File: src/rtl/icepic_lib_pkg.sv
// Shared types and constants for the icepic program loader.
// The loader's FSM state set and the UART receiver's state set live here so the
// top and the receiver agree on encodings.
package icepic_lib_pkg;

    localparam int INST_ADDR_W = 12;
    localparam int INST_W      = 12;

    localparam logic [7:0] LOADER_SYNC_BYTE = 8'hA5;

    typedef enum logic [2:0] {
        LD_IDLE,
        LD_CNT_HI,
        LD_CNT_LO,
        LD_W_HI,
        LD_W_LO,
        LD_CHECK,
        LD_DONE,
        LD_ERROR
    } loader_state_t;

    typedef enum logic [1:0] {
        RX_IDLE,
        RX_START,
        RX_DATA,
        RX_STOP
    } rx_state_t;

    // A frame is in progress in every state between the sync byte and the verdict.
    function automatic logic loader_busy(input loader_state_t s);
        return (s == LD_CNT_HI) || (s == LD_CNT_LO) || (s == LD_W_HI) ||
               (s == LD_W_LO)   || (s == LD_CHECK);
    endfunction

endpackage

File: src/rtl/icepic_uart_rx.sv
// 8N1 UART receiver for the program loader.
// rx_in is double-registered, a falling edge opens a frame, the start bit is
// re-checked half a bit later, then data bits and the stop bit are sampled mid-bit.
// byte_valid_out pulses one cycle after the stop-bit sample; frame_err_out rides
// with it when the stop bit was low.
module icepic_uart_rx
    import icepic_lib_pkg::*;
#(
    parameter int CLKS_PER_BIT = 104
) (
    input  logic       clk_in,
    input  logic       reset_n_in,
    input  logic       rx_in,
    output logic [7:0] byte_out,
    output logic       byte_valid_out,
    output logic       frame_err_out
);

    localparam int CNT_W = (CLKS_PER_BIT > 1) ? $clog2(CLKS_PER_BIT) : 1;
    localparam logic [CNT_W-1:0] HALF_M1 = CNT_W'(CLKS_PER_BIT / 2 - 1);
    localparam logic [CNT_W-1:0] FULL_M1 = CNT_W'(CLKS_PER_BIT - 1);

    logic             rx_sync_p0;
    logic             rx_sync_p1;
    logic             rx_prev_p2;
    logic             rx_fall;
    rx_state_t        state_q;
    rx_state_t        state_d;
    logic [CNT_W-1:0] clk_cnt_q;
    logic [2:0]       bit_idx_q;
    logic [7:0]       shift_q;
    logic             tick;

    // Two-flop synchronizer plus one history flop for edge detection; idles high.
    always_ff @(posedge clk_in or negedge reset_n_in) begin
        if (!reset_n_in) begin
            rx_sync_p0 <= 1'b1;
            rx_sync_p1 <= 1'b1;
            rx_prev_p2 <= 1'b1;
        end else begin
            rx_sync_p0 <= rx_in;
            rx_sync_p1 <= rx_sync_p0;
            rx_prev_p2 <= rx_sync_p1;
        end
    end

    assign rx_fall  = rx_prev_p2 & ~rx_sync_p1;
    assign byte_out = shift_q;

    // Receiver state register.
    always_ff @(posedge clk_in or negedge reset_n_in) begin
        if (!reset_n_in) begin
            state_q <= RX_IDLE;
        end else begin
            state_q <= state_d;
        end
    end

    // Next-state logic: a high line at the half-bit point means the start was a glitch.
    always_comb begin
        state_d = state_q;
        case (state_q)
            RX_IDLE:  if (rx_fall) state_d = RX_START;
            RX_START: if (tick) state_d = rx_sync_p1 ? RX_IDLE : RX_DATA;
            RX_DATA:  if (tick && (bit_idx_q == 3'd7)) state_d = RX_STOP;
            RX_STOP:  if (tick) state_d = RX_IDLE;
            default:  state_d = RX_IDLE;
        endcase
    end

    // Sample strobe: half a bit into the start bit, a full bit for every later sample.
    always_comb begin
        tick = 1'b0;
        case (state_q)
            RX_START:         tick = (clk_cnt_q == HALF_M1);
            RX_DATA, RX_STOP: tick = (clk_cnt_q == FULL_M1);
            default:          tick = 1'b0;
        endcase
    end

    // Bit timer and bit index; both restart on every sample.
    always_ff @(posedge clk_in or negedge reset_n_in) begin
        if (!reset_n_in) begin
            clk_cnt_q <= '0;
            bit_idx_q <= '0;
        end else begin
            if ((state_q == RX_IDLE) || tick) clk_cnt_q <= '0;
            else                              clk_cnt_q <= clk_cnt_q + 1'b1;

            if (state_q != RX_DATA) bit_idx_q <= '0;
            else if (tick)          bit_idx_q <= bit_idx_q + 1'b1;
        end
    end

    // Data bits arrive LSB first, so shift in from the top.
    always_ff @(posedge clk_in) begin
        if ((state_q == RX_DATA) && tick) shift_q <= {rx_sync_p1, shift_q[7:1]};
    end

    // Byte strobe and stop-bit error, registered one cycle after the stop sample.
    always_ff @(posedge clk_in or negedge reset_n_in) begin
        if (!reset_n_in) begin
            byte_valid_out <= 1'b0;
            frame_err_out  <= 1'b0;
        end else begin
            byte_valid_out <= (state_q == RX_STOP) && tick;
            frame_err_out  <= (state_q == RX_STOP) && tick && !rx_sync_p1;
        end
    end

endmodule

File: src/rtl/icepic_prog_loader.sv
// Program loader: receives a program image over UART and writes 12-bit
// instruction words into the write port of the instruction memory, holding the
// CPU in reset until an image has been accepted.
// Frame: A5, CNT_HI, CNT_LO, then N words of two bytes (hi nibble, lo byte).
// Optional build macro ICEPIC_LOADER_CHECKSUM_EN adds a trailing CHK byte that
// must equal the modulo-256 sum of CNT_HI, CNT_LO and every word byte.
module icepic_prog_loader
    import icepic_lib_pkg::*;
#(
    parameter int CLKS_PER_BIT = 104,
    parameter bit BOOT_HOLD    = 1'b1
) (
    input  logic                   clk_in,
    input  logic                   reset_n_in,
    input  logic                   rx_in,
    output logic                   cpu_reset_out,
    output logic                   wr_en_out,
    output logic [INST_ADDR_W-1:0] wr_addr_out,
    output logic [INST_W-1:0]      wr_data_out,
    output logic                   busy_out,
    output logic                   done_out,
    output logic                   err_out
);

`ifdef ICEPIC_LOADER_CHECKSUM_EN
    localparam loader_state_t TAIL_STATE = LD_CHECK;
`else
    localparam loader_state_t TAIL_STATE = LD_DONE;
`endif

    logic [7:0]             rx_byte;
    logic                   rx_valid;
    logic                   rx_ferr;
    logic                   byte_ok;
    loader_state_t          state_q;
    loader_state_t          state_d;
    logic [3:0]             cnt_hi_q;
    logic [INST_ADDR_W-1:0] word_cnt_q;
    logic [INST_ADDR_W-1:0] addr_cnt_q;
    logic [3:0]             word_hi_q;
    logic [INST_ADDR_W-1:0] n_words;
    logic                   last_word;
    logic                   idle_like;
    logic                   busy_d;
    logic                   done_d;
    logic                   err_d;
    logic                   cpu_reset_d;
    logic                   wr_en_d;
`ifdef ICEPIC_LOADER_CHECKSUM_EN
    logic [7:0]             sum_q;
`endif

    icepic_uart_rx #(
        .CLKS_PER_BIT(CLKS_PER_BIT)
    ) u_uart_rx (
        .clk_in        (clk_in),
        .reset_n_in    (reset_n_in),
        .rx_in         (rx_in),
        .byte_out      (rx_byte),
        .byte_valid_out(rx_valid),
        .frame_err_out (rx_ferr)
    );

    assign byte_ok   = rx_valid & ~rx_ferr;
    assign n_words   = {cnt_hi_q, rx_byte};
    assign last_word = (addr_cnt_q == (word_cnt_q - 1'b1));
    assign idle_like = (state_q == LD_IDLE) || (state_q == LD_DONE) || (state_q == LD_ERROR);

    // Loader state register.
    always_ff @(posedge clk_in or negedge reset_n_in) begin
        if (!reset_n_in) begin
            state_q <= LD_IDLE;
        end else begin
            state_q <= state_d;
        end
    end

    // Next-state logic; a bad stop bit aborts an open frame but is ignored between frames.
    always_comb begin
        state_d = state_q;
        if (rx_valid) begin
            if (rx_ferr) begin
                if (loader_busy(state_q)) state_d = LD_ERROR;
            end else begin
                case (state_q)
                    LD_IDLE, LD_DONE, LD_ERROR: begin
                        if (rx_byte == LOADER_SYNC_BYTE) state_d = LD_CNT_HI;
                    end
                    LD_CNT_HI: state_d = (rx_byte[7:4] != 4'h0) ? LD_ERROR : LD_CNT_LO;
                    LD_CNT_LO: state_d = (n_words == '0) ? TAIL_STATE : LD_W_HI;
                    LD_W_HI:   state_d = LD_W_LO;
                    LD_W_LO:   state_d = last_word ? TAIL_STATE : LD_W_HI;
`ifdef ICEPIC_LOADER_CHECKSUM_EN
                    LD_CHECK:  state_d = (rx_byte == sum_q) ? LD_DONE : LD_ERROR;
`endif
                    default:   state_d = LD_ERROR;
                endcase
            end
        end
    end

    // Status outputs follow the state being entered; the CPU runs only after a clean load.
    always_comb begin
        busy_d      = loader_busy(state_d);
        done_d      = (state_d == LD_DONE);
        err_d       = (state_d == LD_ERROR);
        cpu_reset_d = 1'b1;
        if (state_d == LD_DONE)      cpu_reset_d = 1'b0;
        else if (state_d == LD_IDLE) cpu_reset_d = BOOT_HOLD;
        wr_en_d     = byte_ok && (state_q == LD_W_LO);
    end

    // Registered outputs; address and data hold their last write between strobes.
    always_ff @(posedge clk_in or negedge reset_n_in) begin
        if (!reset_n_in) begin
            cpu_reset_out <= BOOT_HOLD;
            busy_out      <= 1'b0;
            done_out      <= 1'b0;
            err_out       <= 1'b0;
            wr_en_out     <= 1'b0;
            wr_addr_out   <= '0;
            wr_data_out   <= '0;
        end else begin
            cpu_reset_out <= cpu_reset_d;
            busy_out      <= busy_d;
            done_out      <= done_d;
            err_out       <= err_d;
            wr_en_out     <= wr_en_d;
            if (wr_en_d) begin
                wr_addr_out <= addr_cnt_q;
                wr_data_out <= {word_hi_q, rx_byte};
            end
        end
    end

    // Word address counter: cleared by an accepted sync byte, bumped after each write.
    always_ff @(posedge clk_in or negedge reset_n_in) begin
        if (!reset_n_in) begin
            addr_cnt_q <= '0;
        end else if (byte_ok) begin
            if (idle_like && (rx_byte == LOADER_SYNC_BYTE)) addr_cnt_q <= '0;
            else if (state_q == LD_W_LO)                    addr_cnt_q <= addr_cnt_q + 1'b1;
        end
    end

    // Frame header and word high-nibble capture.
    always_ff @(posedge clk_in) begin
        if (byte_ok) begin
            case (state_q)
                LD_CNT_HI: cnt_hi_q   <= rx_byte[3:0];
                LD_CNT_LO: word_cnt_q <= n_words;
                LD_W_HI:   word_hi_q  <= rx_byte[3:0];
                default:   ;
            endcase
        end
    end

`ifdef ICEPIC_LOADER_CHECKSUM_EN
    // Running modulo-256 sum of every byte after the sync byte, up to the CHK byte.
    always_ff @(posedge clk_in) begin
        if (byte_ok) begin
            case (state_q)
                LD_IDLE, LD_DONE, LD_ERROR: sum_q <= '0;
                LD_CNT_HI:                  sum_q <= rx_byte;
                LD_CNT_LO, LD_W_HI, LD_W_LO: sum_q <= sum_q + rx_byte;
                default:                    ;
            endcase
        end
    end
`endif

endmodule
File: config.mk
export PLATFORM = sky130hd
export DESIGN_NAME = icepic_prog_loader
export DESIGN_NICKNAME = d
export VERILOG_FILES = /design/src/rtl/icepic_lib_pkg.sv /design/src/rtl/icepic_uart_rx.sv /design/src/rtl/icepic_prog_loader.sv
export SDC_FILE = /design/constraint.sdc
export NUM_CORES = 1
export LEC_CHECK = 0
export CAP_MARGIN = 10
export CORE_MARGIN = 4
export CORE_UTILIZATION = 62
export CTS_CLUSTER_DIAMETER = 150
export CTS_CLUSTER_SIZE = 12
export DETAILED_ROUTE_END_ITERATION = 10
export PLACE_DENSITY = 0.93
export REMOVE_ABC_BUFFERS = 1
export SLEW_MARGIN = 10
export SYNTH_ARGS = -nofsm -noshare
export SYNTH_HDL_FRONTEND = slang
export SYNTH_SLANG_ARGS = --single-unit
File: constraint.sdc
create_clock -name clk_in -period 6.8 [get_ports clk_in]
set_input_delay 1.7 -clock clk_in [delete_from_list [all_inputs] [get_ports clk_in]]
set_output_delay 1.7 -clock clk_in [all_outputs]
set_load 0.01 [all_outputs]
Word level (Yosys, flattened, before mapping)

Index checks and enable logic that the tools add are counted.

Register bits after elaboration: 89
Output and inout bits: 29

Bitwise operators: 4
Multiplexer cells: 21
Add/sub/neg operators: 4
Reductions and logical operators: 31
Equality and inequality tests: 27

Operator list:

| operator                                              | count |
|---|---|
| equality test 3 bit, second input constant            | 9 |
| two-way mux 3 bit                                     | 9 |
| two-way mux 12 bit                                    | 2 |
| case mux 3 bit (5 select lines)                       | 1 |
| adder 12 x 1 -> 12 bit, second input constant         | 1 |
| equality test 12 bit                                  | 1 |
| equality test 3 x 2 -> 1 bit, second input constant   | 4 |
| logical NOT 12 bit                                    | 1 |
| subtractor 12 x 1 -> 12 bit, second input constant    | 1 |
| logical OR 1 bit                                      | 11 |
| two-way mux 2 bit                                     | 5 |
| equality test 8 bit, second input constant            | 1 |
| inequality test 2 x 1 -> 1 bit, second input constant | 4 |
| case mux 2 bit (4 select lines)                       | 1 |
| AND reduction 2 bit                                   | 4 |
| adder 7 x 1 -> 7 bit, second input constant           | 1 |
| equality test 7 x 6 -> 1 bit, second input constant   | 1 |
| equality test 7 bit, second input constant            | 1 |
| two-way mux 7 bit                                     | 1 |
| equality test 3 x 1 -> 1 bit, second input constant   | 2 |
| logical AND 1 bit                                     | 6 |
| equality test 2 bit, second input constant            | 2 |
| AND reduction 4 bit                                   | 1 |
| nonzero test 2 bit                                    | 2 |
| other kinds (13)                                      | 15 |

Depth between registers and ports, before layout

Gate-level depths: netlist of run 1.

Depth after elaboration: 13
Gate-level depth with buffers: 9

Cells and area by module

From an unflattened synthesis of run 1, not the netlist that was laid out.

Cells, all modules: 384
Area, all modules: 4,105.2 um^2

By module, submodules not included:

| module             | area an instance (um^2) | cells each | instances | seq. area each (um^2) |
|---|---|---|---|---|
| icepic_prog_loader | 3,049.2                 | 306        | 1         | 1,702.9 |
| icepic_uart_rx     | 1,056.0                 | 78         | 1         | 669.4 |

Least setup slack after synthesis of run 1

No wires, ideal clock.

Kind: register to register
Start point: register word_cnt_q[0]
End point: register busy_out
Cell stages (with the launch flop): 9
Setup slack: 4.106 ns
Buffers on the path: 0
Period minus slack after synthesis: 2.694 ns
Library setup time: 0.120 ns
Data arrival time: 2.575 ns
Path through: edfxtp_1 > inv_1 > ha_1 > or4b_4 > a211o_1 > a21o_1 > a211o_1 > or4_4 > a31o_1

Longest elaborated chain between the ends: 11
Elaborated cells between the ends (all ways): 15
Those cells by class: add/sub: 1; eq/ne: 6; mux: 4; reduce/logical: 4

Ends and longest elaborated chain:

| item                                                                                | RTL line                  | RTL |
|---|---|---|
| start: declaration                                                                  | icepic_prog_loader.sv:38  | `logic [INST_ADDR_W-1:0] word_cnt_q;` |
| start signal: assignment                                                            | icepic_prog_loader.sv:151 | `LD_CNT_LO: word_cnt_q <= n_words;` |
| subtractor 12 x 1 -> 12 bit (*)                                                     | icepic_prog_loader.sv:66  | `assign last_word = (addr_cnt_q == (word_cnt_q - 1'b1));` |
| equality test 12 bit (*)                                                            | icepic_prog_loader.sv:66  |  |
| two-way mux 3 bit (*)                                                               | icepic_prog_loader.sv:92  | `LD_W_LO: state_d = last_word ? TAIL_STATE : LD_W_HI;` |
| case mux 3 bit (5 select lines) (*)                                                 | icepic_prog_loader.sv:85  | `case (state_q)` |
| two-way mux 3 bit (*)                                                               | icepic_prog_loader.sv:82  | `if (rx_ferr) begin` |
| two-way mux 3 bit (*)                                                               | icepic_prog_loader.sv:81  | `if (rx_valid) begin` |
| equality test 3 x 1 -> 1 bit / equality test 3 x 2 -> 1 bit (equally long branches) | icepic_lib_pkg.sv:31      | `return (s == LD_CNT_HI) \|\| (s == LD_CNT_LO) \|\| (s == LD_W_HI) \|\|` |
| logical OR 1 bit (3 in series)                                                      | icepic_lib_pkg.sv:31      |  |
| logical OR 1 bit (*)                                                                | icepic_lib_pkg.sv:32      | `(s == LD_W_LO) \|\| (s == LD_CHECK);` |
| via busy_d                                                                          | icepic_prog_loader.sv:44  | `logic busy_d;` |
| end signal: assignment                                                              | icepic_prog_loader.sv:125 | `busy_out <= busy_d;` |
| end: declaration                                                                    | icepic_prog_loader.sv:20  | `output logic busy_out,` |

The timed path passes the listed nets; every way through them passes the cells marked *.
A chain may end at the register's enable or synchronous reset.

Worst setup path after layout of run 1

Start point: register cpu_reset_out
End point: output cpu_reset_out

RTL lines:

| item                     | RTL line                  | RTL |
|---|---|---|
| start: declaration       | icepic_prog_loader.sv:16  | `output logic cpu_reset_out,` |
| start signal: assignment | icepic_prog_loader.sv:124 | `cpu_reset_out <= cpu_reset_d;` |

No word-level cell between the ends.

==> results.toml, run 1 <==
[status]
status = "finished clean"

[clock_tree]
clockRootBuffer = "clkbuf_8"
insertion_delay_ps = 360
cts_tree = "yes"
postCtsSetupRepairBufs = 0
cts_hold_buf = 0
path_clk_slew_ps = 80
cts_buffer_depth = 2
htreeDepth = 3
numCtsBuffers = 9
cts_resized = 0
cts.sinks = 89

[yosys]
syn_inst = 386
synth_enable_flop_cells = 28
ys_ff_latch = 89
synthFlopType = "dfrtp_1"
avgSynthCellArea_sq_um = 10.5
syn_area_sq_um = 4070
async_flop_share_pct = 68.5
synth_cell_types = 62
ys_warn_count = 0
ys_seq_area_share_pct = 58.4

[drt]
route.antenna.remaining_nets = 0
drt-pass1-iter-count = 5
drc = 0
routed_via_density = 6.00
avgRoutedWirePerCell_microns = 15.0
wirelength_mm = 7.44
drt_iter0_markers = 183
vias = 2969

[critical_path]
worst-setup-path-type = "register to output pin"
cpMaxStageDelayCell = "dfstp_2"
crit_family = "flip-flops"
critical_path.cell_chain = "clkdlybuf4s50_1"
startpoint_type = "register"
path_max_fanout = 1
slowest_delay_ps = 520
worstSetupEndpointType = "output pin"
critPathRequiredTime_ps = 5100
crit_arrival_ps = 1390
worst-path-buf-inv = 1
r2r_slack_ps = 3870

[finish]
num_antenna_cells = 0
drive_gt1_share_pct = 7.42
final_cells = 495
area_delta_synth_final_pct = 13.1
fillerInstances = 423
nets = 421

[floorplan]
initial_core_util_pct = 64.0
core_sq_um = 6350
die_h_microns = 89.0
dieArea_sq_um = 7920
ios = 32
die_w_microns = 89.0
row_count = 29

[sta]
fin_setup_tns_ps = 0
max_freq_mhz = 324
tightest_slew_ps = 873
fin_crit_ps = 3090
setup_viol = 0
slew_violations = 0
rsz0062_at_grt = "false"
fin_skew_ps = 6.72
hold_violations = 0
maxSlewHeadroom_pct = 41.6
fin_crit_sh_pct = 45.4

[power]
power.leakage_nw = 1.97
power.density_nw_per_um2 = 225
peakVddDrop_v = 0.000218
p_comb_share_pct = 7.1
pwr-share-clk_pct = 34.7
p_sw_mw = 0.249
internal_power_mw = 0.784
power.share.sequential_pct = 58.2
p_sw_share_pct = 24.1

[place]
hpwl_mm = 5.24
dp_cells = 479
place_congestion = 0.784
portBuffers = 31

[flow_run]
maxCapViolations = 0

[global_route]
grt_pass1_vias = 2817
antenna_found_initial = 0
grt_max_degree = 62
track_usage_pct = 21.1
grt_pass1_wl_mm = 12.9
overflow = 0

[min_path]
hold_path_class = "register to register"
-- registers in the layout (all words and copies together) (netlist names), 3 cells and up, named ones only --
| signal | cells |
|---|---|
| u_uart_rx.bit_idx_q | 3 |
| u_uart_rx.clk_cnt_q | 7 |
| word_hi_q | 4 |
| word_cnt_q | 12 |
| wr_addr_out | 12 |
| wr_data_out | 12 |
| state_q | 3 |
| addr_cnt_q | 12 |
| u_uart_rx.byte_out | 8 |
| cnt_hi_q | 4 |
-- per-stage QoR --
stage	setup slack, ps	util, %	power, mW	area [sq um]	hold WS, ps
after floorplan	4070	-	0.659	3980	345
after global routing	3620	72.4	1.09	4600	363
after detailed placement	3980	69.3	0.686	4400	348
after CTS	3690	72.4	1.04	4600	360
after global placement	4010	69.3	0.678	4400	346
final	3710	72.4	1.03	4600	360
-- synthesized netlist by cell type, drive strengths merged, types with 5 or more instances --
library cell  count  area, sq um
buf               5         35.0
nor2             30          113
nor3              7         35.0
inv              10         37.5
or3               5         31.3
a21oi            10         50.1
edfxtp           28          841
nand2b            6         37.5
dfrtp            57         1430
xnor2            11         96.3
clkbuf           12         45.0
nor4              9         56.3
nand2            91          342
or4               5         46.3
xor2             13          114
ha                5         62.6
nand3             8         40.0
o21ai             9         45.0
-- power by group through the flow --
stage               registers (mW)  logic, mW  clock network, mW
floorplan                    0.604     0.0542                  0
global placement             0.609     0.0692                  0
detailed placement           0.612     0.0746                  0
CTS                          0.601     0.0745              0.364
global route                 0.607     0.0879              0.391
finish                       0.602     0.0735              0.359
-- routing by layer --
| metal | up-vias | global-route usage [%] | share of wire [%] |
|---|---|---|---|
| li1 | 1404 | - | - |
| met1 | 1453 | 26.2 | 43 |
| met2 | 97 | 36.0 | 51 |
| met3 | 15 | 5.25 | 4.3 |
| met4 | 0 | 7.85 | 1.7 |
| met5 | - | 0 | 0 |
-- path summary, 6_finish.rpt --
check	startpoint	to	depth (start not counted)
worst max-delay path	cpu_reset_out	cpu_reset_out	1
worst min-delay path	u_uart_rx.rx_sync_p0	u_uart_rx.rx_sync_p1	0
worst max register to register	state_q[2]	addr_cnt_q[9]	8
worst min register to register	u_uart_rx.rx_sync_p0	u_uart_rx.rx_sync_p1	0
max in group asynchronous	reset_n_in	wr_addr_out[10]	2
min in group asynchronous	reset_n_in	wr_addr_out[3]	2
-- final cells by class --
cell class | count | area, sq um | share of cell area, %
inverters | 10 | 37.5 | 0.817
well taps | 77 | 96.3 | 2.10
flip-flops and latches | 89 | 2370 | 51.6
clock buffers | 11 | 141 | 3.08
repair buffers | 34 | 328 | 7.13
multi-input cells | 269 | 1570 | 34.1
clock inverters | 5 | 55.1 | 1.20
-- kinds of logic after synthesis --
| family | after synthesis | share of synthesized area (%) |
|---|---|---|
| compound gates | 54 | 9.85 |
| xor+xnor | 24 | 5.17 |
| fa+ha+maj | 5 | 1.54 |
| buf+inv | 28 | 3.11 |
| flops | 89 | 58.4 |
| mux | 3 | 0.739 |
| simple gates | 183 | 21.2 |
-- layout by cell type, fill, tap and decap left out, types with 3 or more instances in the layout --
cell,n
nand2_1,91
dfrtp_1,57
nor2_1,30
clkdlybuf4s50_1,30
edfxtp_1,28
xor2_1,13
xnor2_1,11
a21oi_1,10
inv_1,10
clkbuf_8,10
o21ai_0,9
nor4_1,9
nand3_1,8
nor3_1,7
nand2b_1,6
or3_1,5
ha_1,5
nor2b_1,4
dfstp_2,4
and3_1,3
nand4_1,3
mux2i_1,3
a211o_1,3
o31a_1,3
a31oi_1,3
buf_4,3
(Power assumes the default switching activity.)
==> run 2: changes to the inputs <==
- CORE_UTILIZATION: 62 -> 58
- PLACE_DENSITY: 0.93 -> 0.88
- clock period: 6.8 -> 3 ns (I/O delays scaled with it)
==> run 2 against run 1 <==
Effect of this change: combinational power is 130% higher; worst setup slack worse by 3600 ps; sequential power is 130% higher; highest routed layer unchanged.
==> results.toml, run 2 (synthesis gave the netlist of run 1 again) <==
[status]
status = "finished clean"

[sta]
fin_skew_ps = 8.86
fin_setup_tns_ps = 0
max_freq_mhz = 347
fin_crit_ps = 2880
fin_crit_sh_pct = 96.1
maxSlewHeadroom_pct = 41.7
tightest_slew_ps = 871
hold_slack_ps = 364
rsz0062_at_grt = "false"
worst_slack_ps = 118
hold_violations = 0
slew_violations = 0
setup_viol = 0

[global_route]
grt_pass1_wl_mm = 12.8
antenna_found_initial = 0
overflow = 0
grt_pass1_vias = 2691
grt_max_degree = 35
track_usage_pct = 19.2

[drt]
drt-pass1-iter-count = 4
drt_iter0_markers = 198
route.antenna.remaining_nets = 0
wirelength_mm = 7.56
avgRoutedWirePerCell_microns = 14.6
routed_via_density = 5.51
drc = 0
vias = 2855

[clock_tree]
cts_resized = 0
htreeDepth = 3
numCtsBuffers = 9
cts_buffer_depth = 2
path_clk_slew_ps = 90
cts_hold_buf = 0
clockRootBuffer = "clkbuf_8"
insertion_delay_ps = 360
postCtsSetupRepairBufs = 0
cts.sinks = 89
cts_tree = "yes"

[finish]
drive_gt1_share_pct = 8.77
nets = 425
area_delta_synth_final_pct = 14.4
utilization_pct = 68.4
final_common_cell = "nand2_1"
fillerInstances = 529
final_cell_mix = "nand2_1, dfrtp_1, nor2_1, clkdlybuf4s50_1, edfxtp_1"
stdcell_area_sq_um = 4650
final_cells = 518
num_antenna_cells = 0

[critical_path]
critical_path.cell_chain = "inv_1, ha_1, or4b_4, a211o_1, a21o_1, a211o_1, or4_4, a31o_1"
crit_arrival_ps = 3130
worst-setup-path-type = "register to register"
worstSetupEndpointType = "register"
cp_common_cell = "a211o_1"
critPathRequiredTime_ps = 3250
startpoint_type = "register"
cpMaxStageDelayCell = "or4b_4"
path_max_fanout = 5
slowest_delay_ps = 510
r2r_slack_ps = 120

[floorplan]
ios = 32
core_sq_um = 6790
row_count = 30
dieArea_sq_um = 8410
die_h_microns = 91.7
die_w_microns = 91.7
initial_core_util_pct = 59.8

[power]
pwr-share-clk_pct = 33.6
total_power_mw = 2.30
power.leakage_nw = 1.99
internal_power_mw = 1.69
p_comb_share_pct = 7.2
p_sw_mw = 0.615
power.share.sequential_pct = 59.2
peakVddDrop_v = 0.000426
power.density_nw_per_um2 = 496
p_sw_share_pct = 26.7

[flow_run]
maxCapViolations = 0

[place]
pre_cts_ws_ps = 132
placed_cell_area_sq_um = 4470
portBuffers = 31
place_congestion = 0.834
hpwl_mm = 5.43
dp_cells = 502

[min_path]
hold_path_class = "register to register"
[run 2: changes by cell type in the layout (fill, tap and decap cells not counted)]
cell	previous run	this run
buf_12	0	1
buf_4	3	6
bufinv_16	1	0
clkbuf_1	1	0
clkbuf_8	10	9
clkinv_1	1	0
inv_6	1	4
inv_8	0	1
[run 2: layer usage]
metal | up-vias | part of all wire [%] | track usage [%]
met5 | - | 0 | 0
met3 | 7 | 3.9 | 4.92
met4 | 0 | 1.0 | 7.55
met2 | 65 | 50 | 31.6
met1 | 1367 | 45 | 24.2
li1 | 1416 | - | -
[run 2: final timing paths]
path	start	endpoint	cells after the start
setup / recovery	word_cnt_q[0]	busy_out	8
hold / removal	u_uart_rx.rx_sync_p0	u_uart_rx.rx_sync_p1	0
setup reg to reg	word_cnt_q[0]	busy_out	8
hold reg to reg	u_uart_rx.rx_sync_p0	u_uart_rx.rx_sync_p1	0
max in group asynchronous	reset_n_in	cpu_reset_out	2
min in group asynchronous	reset_n_in	wr_addr_out[2]	1
[run 2: layout make-up]
| type | count | area, sq um | share of cell area, % |
|---|---|---|---|
| repair buffers | 38 | 370 | 7.97 |
| clock buffers | 9 | 124 | 2.66 |
| clock inverters | 7 | 58.8 | 1.26 |
| flip-flops and latches | 89 | 2370 | 51.0 |
| well taps | 96 | 120 | 2.58 |
| multi-input cells | 269 | 1570 | 33.7 |
| inverters | 10 | 37.5 | 0.807 |
[run 2: worst max-delay path, delay by kind of cell (launching register included)]
kind	cells	cell delay [ps]
AND/OR/NAND/NOR	2	1020
adder cells (fa/ha/maj)	1	210
AO/OA/AOI/OAI	4	980
buffers and inverters	1	90
flip-flops	1	460
[run 2: power by group through the flow]
stage / logic (mW) / registers [mW] / clock network (mW)
final: 0.167 / 1.36 / 0.774
after global routing: 0.196 / 1.37 / 0.853
after CTS: 0.171 / 1.36 / 0.790
after detailed placement: 0.170 / 1.39 / 0
after global placement: 0.161 / 1.38 / 0
after floorplan: 0.123 / 1.37 / 0
==> run 3: changes to the inputs <==
- CORE_MARGIN: 4 -> not set
==> run 3 against run 2 <==
Effect of this change: global-route usage is 3.3 points higher; core utilization down 0.33 points; die area shrank 13%; fmax increased by 0.86%; total power is 1.1% lower; worst setup slack improved by 24 ps; combinational power about the same; final area fell by 0.48%; non-clock buffer count is 2 lower; sequential power is essentially flat; critical path type unchanged.
==> results.toml, run 3 (synthesis gave the netlist of run 1 again) <==
[status]
status = "finished clean"

[drt]
drt-pass1-iter-count = 5
avgRoutedWirePerCell_microns = 14.4
wirelength_mm = 7.41
drt_iter0_markers = 189
routed_via_density = 5.66
vias = 2919
drc = 0
route.antenna.remaining_nets = 0

[sta]
fin_skew_ps = 9.56
rsz0062_at_grt = "false"
hold_violations = 0
fin_crit_ps = 2860
tightest_slew_ps = 870
max_freq_mhz = 350
maxSlewHeadroom_pct = 41.8
fin_setup_tns_ps = 0
fin_crit_sh_pct = 95.2
slew_violations = 0
hold_slack_ps = 369
setup_viol = 0

[critical_path]
crit_family = "simple AND/OR/NAND/NOR gates"
worst-path-buf-inv = 1
crit_arrival_ps = 3100
worstSetupEndpointType = "register"
path_max_fanout = 5
cpMaxStageDelayCell = "or4b_4"
cp_common_cell = "a211o_1"
startpoint_type = "register"
slowest_delay_ps = 510
critical_path.cell_chain = "inv_1, ha_1, or4b_4, a211o_1, a21o_1, a211o_1, or4_4, a31o_1"
worst-setup-path-type = "register to register"
critPathRequiredTime_ps = 3250

[floorplan]
ios = 32
dieArea_sq_um = 7350
die_w_microns = 85.7
core_sq_um = 6790
die_h_microns = 85.7
row_count = 30
initial_core_util_pct = 59.8

[clock_tree]
clockRootBuffer = "clkbuf_8"
cts_hold_buf = 0
cts.sinks = 89
postCtsSetupRepairBufs = 0
cts_buffer_depth = 2
numCtsBuffers = 9
cts_tree = "yes"
insertion_delay_ps = 360
cts_resized = 0
path_clk_slew_ps = 90
htreeDepth = 3

[min_path]
hold_path_class = "register to register"

[global_route]
overflow = 0
grt_max_degree = 39
track_usage_pct = 22.5
grt_pass1_wl_mm = 12.9
grt_pass1_vias = 2738
antenna_found_initial = 0

[power]
total_power_mw = 2.28
power.leakage_nw = 1.97
power.density_nw_per_um2 = 492
peakVddDrop_v = 0.000385

[flow_run]
maxCapViolations = 0

[finish]
drive_gt1_share_pct = 8.10
nets = 423
num_antenna_cells = 0
area_delta_synth_final_pct = 13.8
final_cell_mix = "nand2_1, dfrtp_1, nor2_1, clkdlybuf4s50_1, edfxtp_1"
final_common_cell = "nand2_1"

[place]
hpwl_mm = 5.30
place_congestion = 0.815
portBuffers = 31
run 3: layout make-up:
| cell class | instances | area [sq um] |
|---|---|---|
| clock inverters | 7 | 51.3 |
| inverters | 10 | 37.5 |
| fillers | 520 | 2170 |
| multi-input cells | 269 | 1570 |
| repair buffers | 36 | 355 |
| well taps | 96 | 120 |
| flip-flops and latches | 89 | 2370 |
| clock buffers | 9 | 124 |
run 3: worst paths after layout:
kind	startpoint	slack, ps	end	cells past startpoint
worst max register to register	word_cnt_q[0]	140	busy_out	8
max in group asynchronous	reset_n_in	1960	cpu_reset_out	2
worst min register to register	u_uart_rx.rx_sync_p0	370	u_uart_rx.rx_sync_p1	0
worst max-delay path	word_cnt_q[0]	140	busy_out	8
worst min-delay path	u_uart_rx.rx_sync_p0	370	u_uart_rx.rx_sync_p1	0
min in group asynchronous	reset_n_in	380	wr_addr_out[1]	1
run 3: per-stage QoR:
| step | instance area (sq um) | worst slack (ps) | utilization, % | std cells |
|---|---|---|---|---|
| 2_1_floorplan | 3980 | 270 | - | 368 |
| 3_3_place_gp | 4450 | 238 | 65.5 | 500 |
| 3_5_place_dp | 4450 | 155 | 65.5 | 500 |
| 4_1_cts | 4630 | 140 | 68.1 | 516 |
| 5_1_grt | 4630 | 32.5 | 68.1 | 516 |
| 6_report | 4630 | 143 | 68.1 | 516 |
run 3: power by group:
group	switching (mW)	internal, mW
combinational	0.0946	0.0730
sequential	0.0610	1.30
clock	0.442	0.309
total	0.598	1.68
run 3: routing by layer:
metal	track usage [%]	part of all wire (%)
met1	29.8	44
met5	0	0
met2	36.8	50
met3	3.95	4.1
met4	9.85	1.9
